**config.mk**
```make
export PLATFORM = sky130hd
export DESIGN_NAME = spi_access_arbiter
export DESIGN_NICKNAME = d
export VERILOG_FILES = /design/src/rtl/spi_access_arbiter.sv
export SDC_FILE = /design/constraint.sdc
export NUM_CORES = 1
export LEC_CHECK = 0
export BUFFER_PORTS_ARGS = -buffer_cell sky130_fd_sc_hd__buf_2
export CORE_MARGIN = 2
export CORE_UTILIZATION = 42
export CTS_CLUSTER_SIZE = 10
export DETAILED_ROUTE_END_ITERATION = 8
export PLACE_DENSITY = 0.79
export SLEW_MARGIN = 20
export SYNTH_ARGS = -nofsm -noshare
export SYNTH_HDL_FRONTEND = slang
export SYNTH_SLANG_ARGS = --single-unit
```
**constraint.sdc**
```tcl
create_clock -name i_clk_sys -period 1.94 [get_ports i_clk_sys]
set_input_delay 0.291 -clock i_clk_sys [delete_from_list [all_inputs] [get_ports i_clk_sys]]
set_output_delay 0.291 -clock i_clk_sys [all_outputs]
set_load 0.02 [all_outputs]
```
**src/rtl/spi_access_arbiter.sv**
```systemverilog
// spi_access_arbiter: round-robin share of one SPI master between two requesters; WAIT timeout enabled by SPI_ARB_TIMEOUT_EN
module spi_access_arbiter #(
  parameter int SPI_ADDR_WIDTH = 6,
  parameter int SPI_DATA_WIDTH = 20,
  parameter int TIMEOUT_CYCLES = 4096
) (
  input  logic                      i_clk_sys,
  input  logic                      i_rst,
  input  logic                      i_req0_valid,
  output logic                      o_req0_ready,
  input  logic                      i_req0_rw,
  input  logic [SPI_ADDR_WIDTH-1:0] i_req0_addr,
  input  logic [SPI_DATA_WIDTH-1:0] i_req0_wdata,
  output logic                      o_req0_done,
  output logic [SPI_DATA_WIDTH-1:0] o_req0_rdata,
  output logic                      o_req0_err,
  input  logic                      i_req1_valid,
  output logic                      o_req1_ready,
  input  logic                      i_req1_rw,
  input  logic [SPI_ADDR_WIDTH-1:0] i_req1_addr,
  input  logic [SPI_DATA_WIDTH-1:0] i_req1_wdata,
  output logic                      o_req1_done,
  output logic [SPI_DATA_WIDTH-1:0] o_req1_rdata,
  output logic                      o_req1_err,
  output logic                      o_spi_start,
  output logic                      o_spi_rw,
  output logic [SPI_ADDR_WIDTH-1:0] o_spi_addr,
  output logic [SPI_DATA_WIDTH-1:0] o_spi_data,
  input  logic                      i_spi_data_valid,
  input  logic [SPI_DATA_WIDTH-1:0] i_spi_data,
  output logic                      o_busy,
  output logic                      o_last_grant
);
  typedef enum logic [1:0] {IDLE, ISSUE, WAIT, DONE} state_t;
  state_t state, state_d;
  logic gnt, gnt_sel, hs, fin, timeout, err_q;
  logic [SPI_DATA_WIDTH-1:0] rdata0_q, rdata1_q;
  if (TIMEOUT_CYCLES < 2) begin : g_chk
    $error("TIMEOUT_CYCLES must be >= 2");
  end
  assign gnt_sel = i_req0_valid && i_req1_valid ? !o_last_grant : i_req1_valid;
  assign o_req0_ready = state == IDLE && i_req0_valid && !gnt_sel;
  assign o_req1_ready = state == IDLE && i_req1_valid && gnt_sel;
  assign hs = o_req0_ready || o_req1_ready;
  assign fin = state == WAIT && (i_spi_data_valid || timeout);
  assign o_spi_start = state == ISSUE;
  assign o_busy = state != IDLE;
  assign o_req0_done = state == DONE && !gnt;
  assign o_req1_done = state == DONE && gnt;
  assign o_req0_rdata = rdata0_q;
  assign o_req1_rdata = rdata1_q;
  assign o_req0_err = o_req0_done && err_q;
  assign o_req1_err = o_req1_done && err_q;
`ifdef SPI_ARB_TIMEOUT_EN
  localparam int CW = $clog2(TIMEOUT_CYCLES);
  logic [CW-1:0] cnt;
  assign timeout = state == WAIT && !i_spi_data_valid && cnt == CW'(TIMEOUT_CYCLES - 1);
  always_ff @(posedge i_clk_sys or posedge i_rst) begin
    if (i_rst) begin
      cnt <= '0;
      err_q <= 1'b0;
    end else begin
      cnt <= state == WAIT ? cnt + 1'b1 : '0;
      if (fin) err_q <= timeout;
    end
  end
`else
  assign timeout = 1'b0;
  assign err_q = 1'b0;
`endif
  always_comb begin
    state_d = state == IDLE  ? (hs ? ISSUE : IDLE) :
              state == ISSUE ? WAIT :
              state == WAIT  ? (fin ? DONE : WAIT) : IDLE;
  end
  always_ff @(posedge i_clk_sys or posedge i_rst) begin
    if (i_rst) begin
      state <= IDLE;
      gnt <= 1'b0;
      o_last_grant <= 1'b1;
      o_spi_rw <= 1'b0;
      o_spi_addr <= '0;
      o_spi_data <= '0;
      rdata0_q <= '0;
      rdata1_q <= '0;
    end else begin
      state <= state_d;
      if (hs) begin
        gnt <= gnt_sel;
        o_spi_rw <= gnt_sel ? i_req1_rw : i_req0_rw;
        o_spi_addr <= gnt_sel ? i_req1_addr : i_req0_addr;
        o_spi_data <= gnt_sel ? i_req1_wdata : i_req0_wdata;
      end
      if (fin && gnt) rdata1_q <= i_spi_data | {SPI_DATA_WIDTH{timeout}};
      if (fin && !gnt) rdata0_q <= i_spi_data | {SPI_DATA_WIDTH{timeout}};
      if (state == DONE) o_last_grant <= gnt;
    end
  end
endmodule
```
==> results_dict.tcl, run 1 <==
set metrics [dict create \
    postSynthAreaPerCell_um2 12.4 \
    synthesis.instances 259 \
    internal_power_mw 4.21 \
    vias_per_cell 4.75 \
    netlist_area_mm2 0.00320 \
    rsz0062_at_grt "false" \
    sequential_area_share_after_synthesis_pct 55.5 \
    start_util_pct 43.7 \
    timing.rr.end "o_req0_rdata[2]" \
    endpoint_kind_of_the_worst_setup_timing_path "primary output" \
    clk_skew_ns 0.00868 \
    ys_seq_elements 71 \
    crit_path_max_fanout 4 \
    numCtsBuffers 9 \
    design.core.area_mm2 0.00733 \
    worst_ep_required_time_ns 1.65 \
    cts_sinks 71 \
    hold_violations 0 \
    clock-root-buffer "clkbuf_8" \
    ant_nets 0 \
    timing.fmax_mhz 556 \
    setup.reg_to_reg.worst_slack_ns 0.38 \
    cts.reportedPaths.clkPinSlew_ns 0.08 \
    switchingPower_mw 3.05 \
    cts_tree "yes" \
    final_cell_area_mm2 0.00420 \
    placementRows 31 \
    crit_chain "inv_1 > ha_1 > nand2_1 > nor2_1 > buf_2" \
    postRouteWirelength_um 6870 \
    p_per_area_mw_per_mm2 1730 \
    grt_usage_pct 17.6 \
    final.period_utilization_pct 92.7 \
    grt_pass1_vias 2475 \
    reg2regPathDepth 5 \
    ys.warnings.count 0 \
    reg2reg_from "state[0]" \
    power_frac_seq_pct 36.4 \
    grt_pass1_wl_um 11500 \
    top_level_port_count 155 \
    finalMaxSlewViolations 0 \
    place_area_mm2 0.00402 \
    drt-pass1-iter-count 4 \
    crit_slowest_cell "dfrtp_1" \
    fp.dieH_um 91.3 \
    drive_above_1_share_pct 61.7 \
    antenna_violations_before_repair 0 \
    run_status "finished, final reports clean" \
    drt_drc_violations_left 0 \
    data_arrival_time_of_the_critical_path_ns 1.51 \
    dieArea_mm2 0.00834 \
    comb_power_share_pct 49.2 \
    most-common-layout-cells "152 x buf_2, 70 x dfrtp_1, 41 x mux2_2, 36 x nand2_1, 30 x nor2_1" \
    total_number_of_h_tree_levels 3 \
    power.switching_fraction_pct 42.0 \
    detailedPlacementHpwl_um 5150 \
    num_vias 2457 \
    clkPwrFrac_pct 14.4 \
    cts-hold-fix-buffers 0 \
    detailedRoute.firstIterationViolations 38 \
    port_buffers 152 \
    vdd_drop_max_v 0.000516 \
    critPathMaxStageDelay_ns 0.41 \
    leakagePower_nw 2.05 \
    floorplan.die.width_um 91.3 \
    gr-total-overflow 0 \
    clk_latency_ns 0.33 \
    place.gp.congestion 0.752 \
    max_cap_viol_count 0 \
    critical_path_class "register to primary output" \
    worstHoldPathType "primary input to async pin" \
    cts_repair_resize_count 0 \
    layout_commonest_cell "buf_2" \
    cts.repair_timing.setup_buffer_count 0 \
    wire_per_inst_um 13.3 \
    setup_total_negative_slack_ns 0 \
    num_antenna_cells 0 \
    finalNetCount 496 \
    post-route-min-period_ns 1.80 \
    total_of_endpoints_with_negative_setup_slack_in_the_final_report 0 \
    yosys.cell_types.count 24 \
    area_growth_pct 31.1 \
    grt_max_degree 72 \
    critical_path.startpoint_type "register" \
    cts.path.max_buffers 2 \
]
[how the worst max path moves through the flow]
| stage | start | to | cells after the start |
|---|---|---|---|
| CTS | state[0] | o_req0_ready | 5 |
| finish | state[0] | o_req0_ready | 5 |
| global placement | state[0] | o_req0_rdata[11] | 5 |
| floorplan | o_last_grant | o_req0_ready | 3 |
| global route | state[0] | o_req1_ready | 5 |
| detailed placement | state[0] | o_req1_rdata[9] | 5 |
[cell families after synthesis]
group           after synthesis  synth area share, %
compound gates               32                 10.6
fa+ha+maj                     4                 1.56
buf+inv                      21                 5.55
flops                        71                 55.5
mux                          41                 14.4
other cells                   1                0.117
simple gates                 89                 12.2
[stage by stage]
stage / instances / setup slack, ns / total power, mW / utilization [%] / hold WS, ns
2_1_floorplan: 260 / 0.465 / 5.17 / - / 0.430
3_3_place_gp: 501 / 0.464 / 6.16 / 54.9 / 0.420
3_5_place_dp: 501 / 0.402 / 6.30 / 54.9 / 0.430
4_1_cts: 517 / 0.114 / 7.35 / 57.3 / 0.0566
5_1_grt: 517 / 0.0107 / 7.76 / 57.3 / 0.0521
6_report: 517 / 0.141 / 7.25 / 57.3 / 0.0482
[state kept, by name, indices dropped and copies added (netlist names)]
signal        cells
gnt               1
o_spi_addr        6
o_last_grant      1
state             2
o_req1_rdata     20
o_req0_rdata     20
o_spi_rw          1
o_spi_data       20
[synth_stat cells, drive strengths merged]
master / n / area (µm²)
nand3b: 1 / 7.51
conb: 1 / 3.75
a21boi: 1 / 18.8
a21bo: 1 / 10.0
and2: 1 / 6.26
dfstp: 1 / 26.3
a31o: 1 / 8.76
nand2: 55 / 254
mux2: 41 / 462
dfrtp: 70 / 1750
nand3: 1 / 5.00
o21a: 1 / 7.51
a31oi: 27 / 288
buf: 17 / 163
a21o: 1 / 7.51
inv: 4 / 15.0
ha: 4 / 50.1
nor2b: 1 / 6.26
nor2: 30 / 113
[metal layers]
metal | global-route usage, % | vias up | wire length, µm
met3 | 4.48 | 6 | 483
li1 | - | 1181 | -
met2 | 30.0 | 107 | 3420
met4 | 6.82 | 0 | 68
met5 | 0 | - | 0
met1 | 21.5 | 1163 | 2910
[power by group through the flow]
| stage | clock [mW] | sequential, mW | combinational, mW |
|---|---|---|---|
| 2_1_floorplan | 0 | 3.54 | 1.63 |
| 3_3_place_gp | 0 | 2.64 | 3.52 |
| 3_5_place_dp | 0 | 2.67 | 3.63 |
| 4_1_cts | 1.08 | 2.65 | 3.63 |
| 5_1_grt | 1.16 | 2.74 | 3.86 |
| 6_report | 1.04 | 2.64 | 3.57 |
[final cells by class]
cell class,count,area [µm²]
Fill cell,645,3130
Sequential cell,71,1780
Multi-Input combinational cell,168,1250
Timing Repair Buffer,159,851
Clock buffer,11,141
Tap cell,99,124
Clock inverter,5,33.8
Inverter,4,18.8
[critical path, delay by kind of cell (launching register included)]
kind | cells | cell delay (ns)
adder cells (fa/ha/maj) | 1 | 0.24
buffers and inverters | 2 | 0.29
flip-flops | 1 | 0.41
AND/OR/NAND/NOR | 2 | 0.23
No activity file was read; power rests on OpenSTA's default activity.
==> inputs of run 2 (changes only) <==
CORE_MARGIN = unset   (was 2)
==> run 2 against run 1 <==
Against the previous run:
- sequential power is essentially flat
- critical endpoint is now o_req1_ready
- cell area grew 0.80%
- highest routed layer unchanged
- clock skew is essentially flat
- non-clock buffer count grew 1
- via count shrank 0.69%
==> results_dict.tcl, run 2 (synthesis results as in run 1) <==
set metrics [dict create \
    run_status "finished, final reports clean" \
    antenna_violations_before_repair 0 \
    clock-root-buffer "clkbuf_8" \
    port_buffers 152 \
    total_number_of_h_tree_levels 3 \
    cts_sinks 71 \
    most-common-layout-cells "152 x buf_2, 70 x dfrtp_1, 41 x mux2_2, 36 x nand2_1, 30 x nor2_1" \
    leakagePower_nw 2.07 \
    grt_pass1_vias 2411 \
    placementRows 31 \
    total_power_mw 7.36 \
    design.core.area_mm2 0.00733 \
    numCtsBuffers 9 \
    cts.reportedPaths.clkPinSlew_ns 0.08 \
    data_arrival_time_of_the_critical_path_ns 1.46 \
    layout.core_utilization_pct 57.7 \
    hold_violations 0 \
    met1Wirelength_um 2900 \
    dieArea_mm2 0.00798 \
    vdd_drop_max_v 0.000506 \
    reg2regPathDepth 5 \
    wire_per_inst_um 13.5 \
    max_cap_viol_count 0 \
    fp.dieH_um 89.3 \
    detailedPlacementHpwl_um 5240 \
    num_antenna_cells 0 \
    drt_drc_violations_left 0 \
    gr-total-overflow 0 \
    postRouteWirelength_um 6980 \
    vias_per_cell 4.71 \
    worst_ep_required_time_ns 1.65 \
    p_per_area_mw_per_mm2 1740 \
    total_of_endpoints_with_negative_setup_slack_in_the_final_report 0 \
    grt_max_degree 51 \
    cts_tree "yes" \
    start_util_pct 43.7 \
    final.period_utilization_pct 90.3 \
    critical_path_class "register to primary output" \
    holdPathStages 3 \
    ant_nets 0 \
    clk_latency_ns 0.33 \
    detailedRoute.firstIterationViolations 44 \
    place.gp.congestion 0.738 \
    worstHoldPathType "primary input to register" \
    layout_commonest_cell "buf_2" \
    timing.fmax_mhz 571 \
    num_vias 2440 \
    drive_above_1_share_pct 61.6 \
    crit_path_max_fanout 4 \
    endpoint_kind_of_the_worst_setup_timing_path "primary output" \
    route.met2.wl_um 3370 \
    highest_signal_layer_in_the_routed_design "met4" \
    cts.path.max_buffers 2 \
    drt-pass1-iter-count 4 \
    critical_path.startpoint_type "register" \
    grt_usage_pct 18.4 \
    floorplan.die.width_um 89.3 \
    finalNetCount 497 \
    grt_pass1_wl_um 10900 \
    setup_total_negative_slack_ns 0 \
    wl_met3_um 548 \
    top_level_port_count 155 \
    clk_skew_ns 0.00902 \
    finalMaxSlewViolations 0 \
    post-route-min-period_ns 1.75 \
    rsz0062_at_grt "false" \
    area_growth_pct 32.1 \
    worst_pin_slew_ns 0.536 \
    worst_slew_margin_relative_to_its_limit_pct 64.2 \
]
[run 2: cell count changes in the layout (fill, tap and decap cells not counted), sizes merged]
cell,delta
clkinvlp,-2
bufinv,+1
clkinv,+1
dlygate4sd3,+1
[run 2: final cells by class]
class	count	area, µm²
clock buffer	11	141
clock inverter	5	57.6
fill	628	3100
inverter	4	18.8
multi-input combinational	168	1250
sequential	71	1780
tap	99	124
timing repair buffer	160	861
[run 2: layer usage]
metal | vias up | track usage, %
met1 | 1120 | 20.7
met4 | 0 | 8.95
met2 | 113 | 32.1
li1 | 1191 | -
met3 | 16 | 5.08
met5 | - | 0
[run 2: power by group]
group / switching (mW) / internal [mW]
Clock: 0.535 / 0.629
Combinational: 2.10 / 1.44
Sequential: 0.400 / 2.25
[run 2: what timing repair did]
action | 4_1_cts | 5_1_grt
endpoints found under the hold margin | 1 | 0
hold buffers | 1 | 0
setup buffers | 0 | 0
resized for setup | 0 | 0
[run 2: worst paths after layout]
check,slack [ns],from,end
max,0.19,state[0],o_req1_ready
max reg2reg,0.38,state[0],o_req0_rdata[11]
min,0.19,i_req0_addr[2],o_spi_addr[2]
max in group asynchronous,0.89,i_rst,o_req0_rdata[2]
min reg2reg,0.50,o_req0_rdata[0],o_req0_rdata[0]
min in group asynchronous,0.55,i_rst,o_req1_rdata[12]
[run 2: critical path, cell delays in order (launching register included)]
cell	delay, ns
dfrtp_1	0.41
inv_1	0.09
ha_1	0.21
inv_1	0.08
nor2_1	0.16
buf_2	0.19
[run 2: per-stage QoR]
step	area [µm²]	hold slack [ns]	std cells	worst slack, ns
2_1_floorplan	3210	0.430	260	0.465
3_5_place_dp	4020	0.369	501	0.398
6_report	4230	0.194	518	0.189
5_1_grt	4230	0.183	518	0.0343
4_1_cts	4230	0.175	518	0.152
3_3_place_gp	4020	0.369	501	0.428
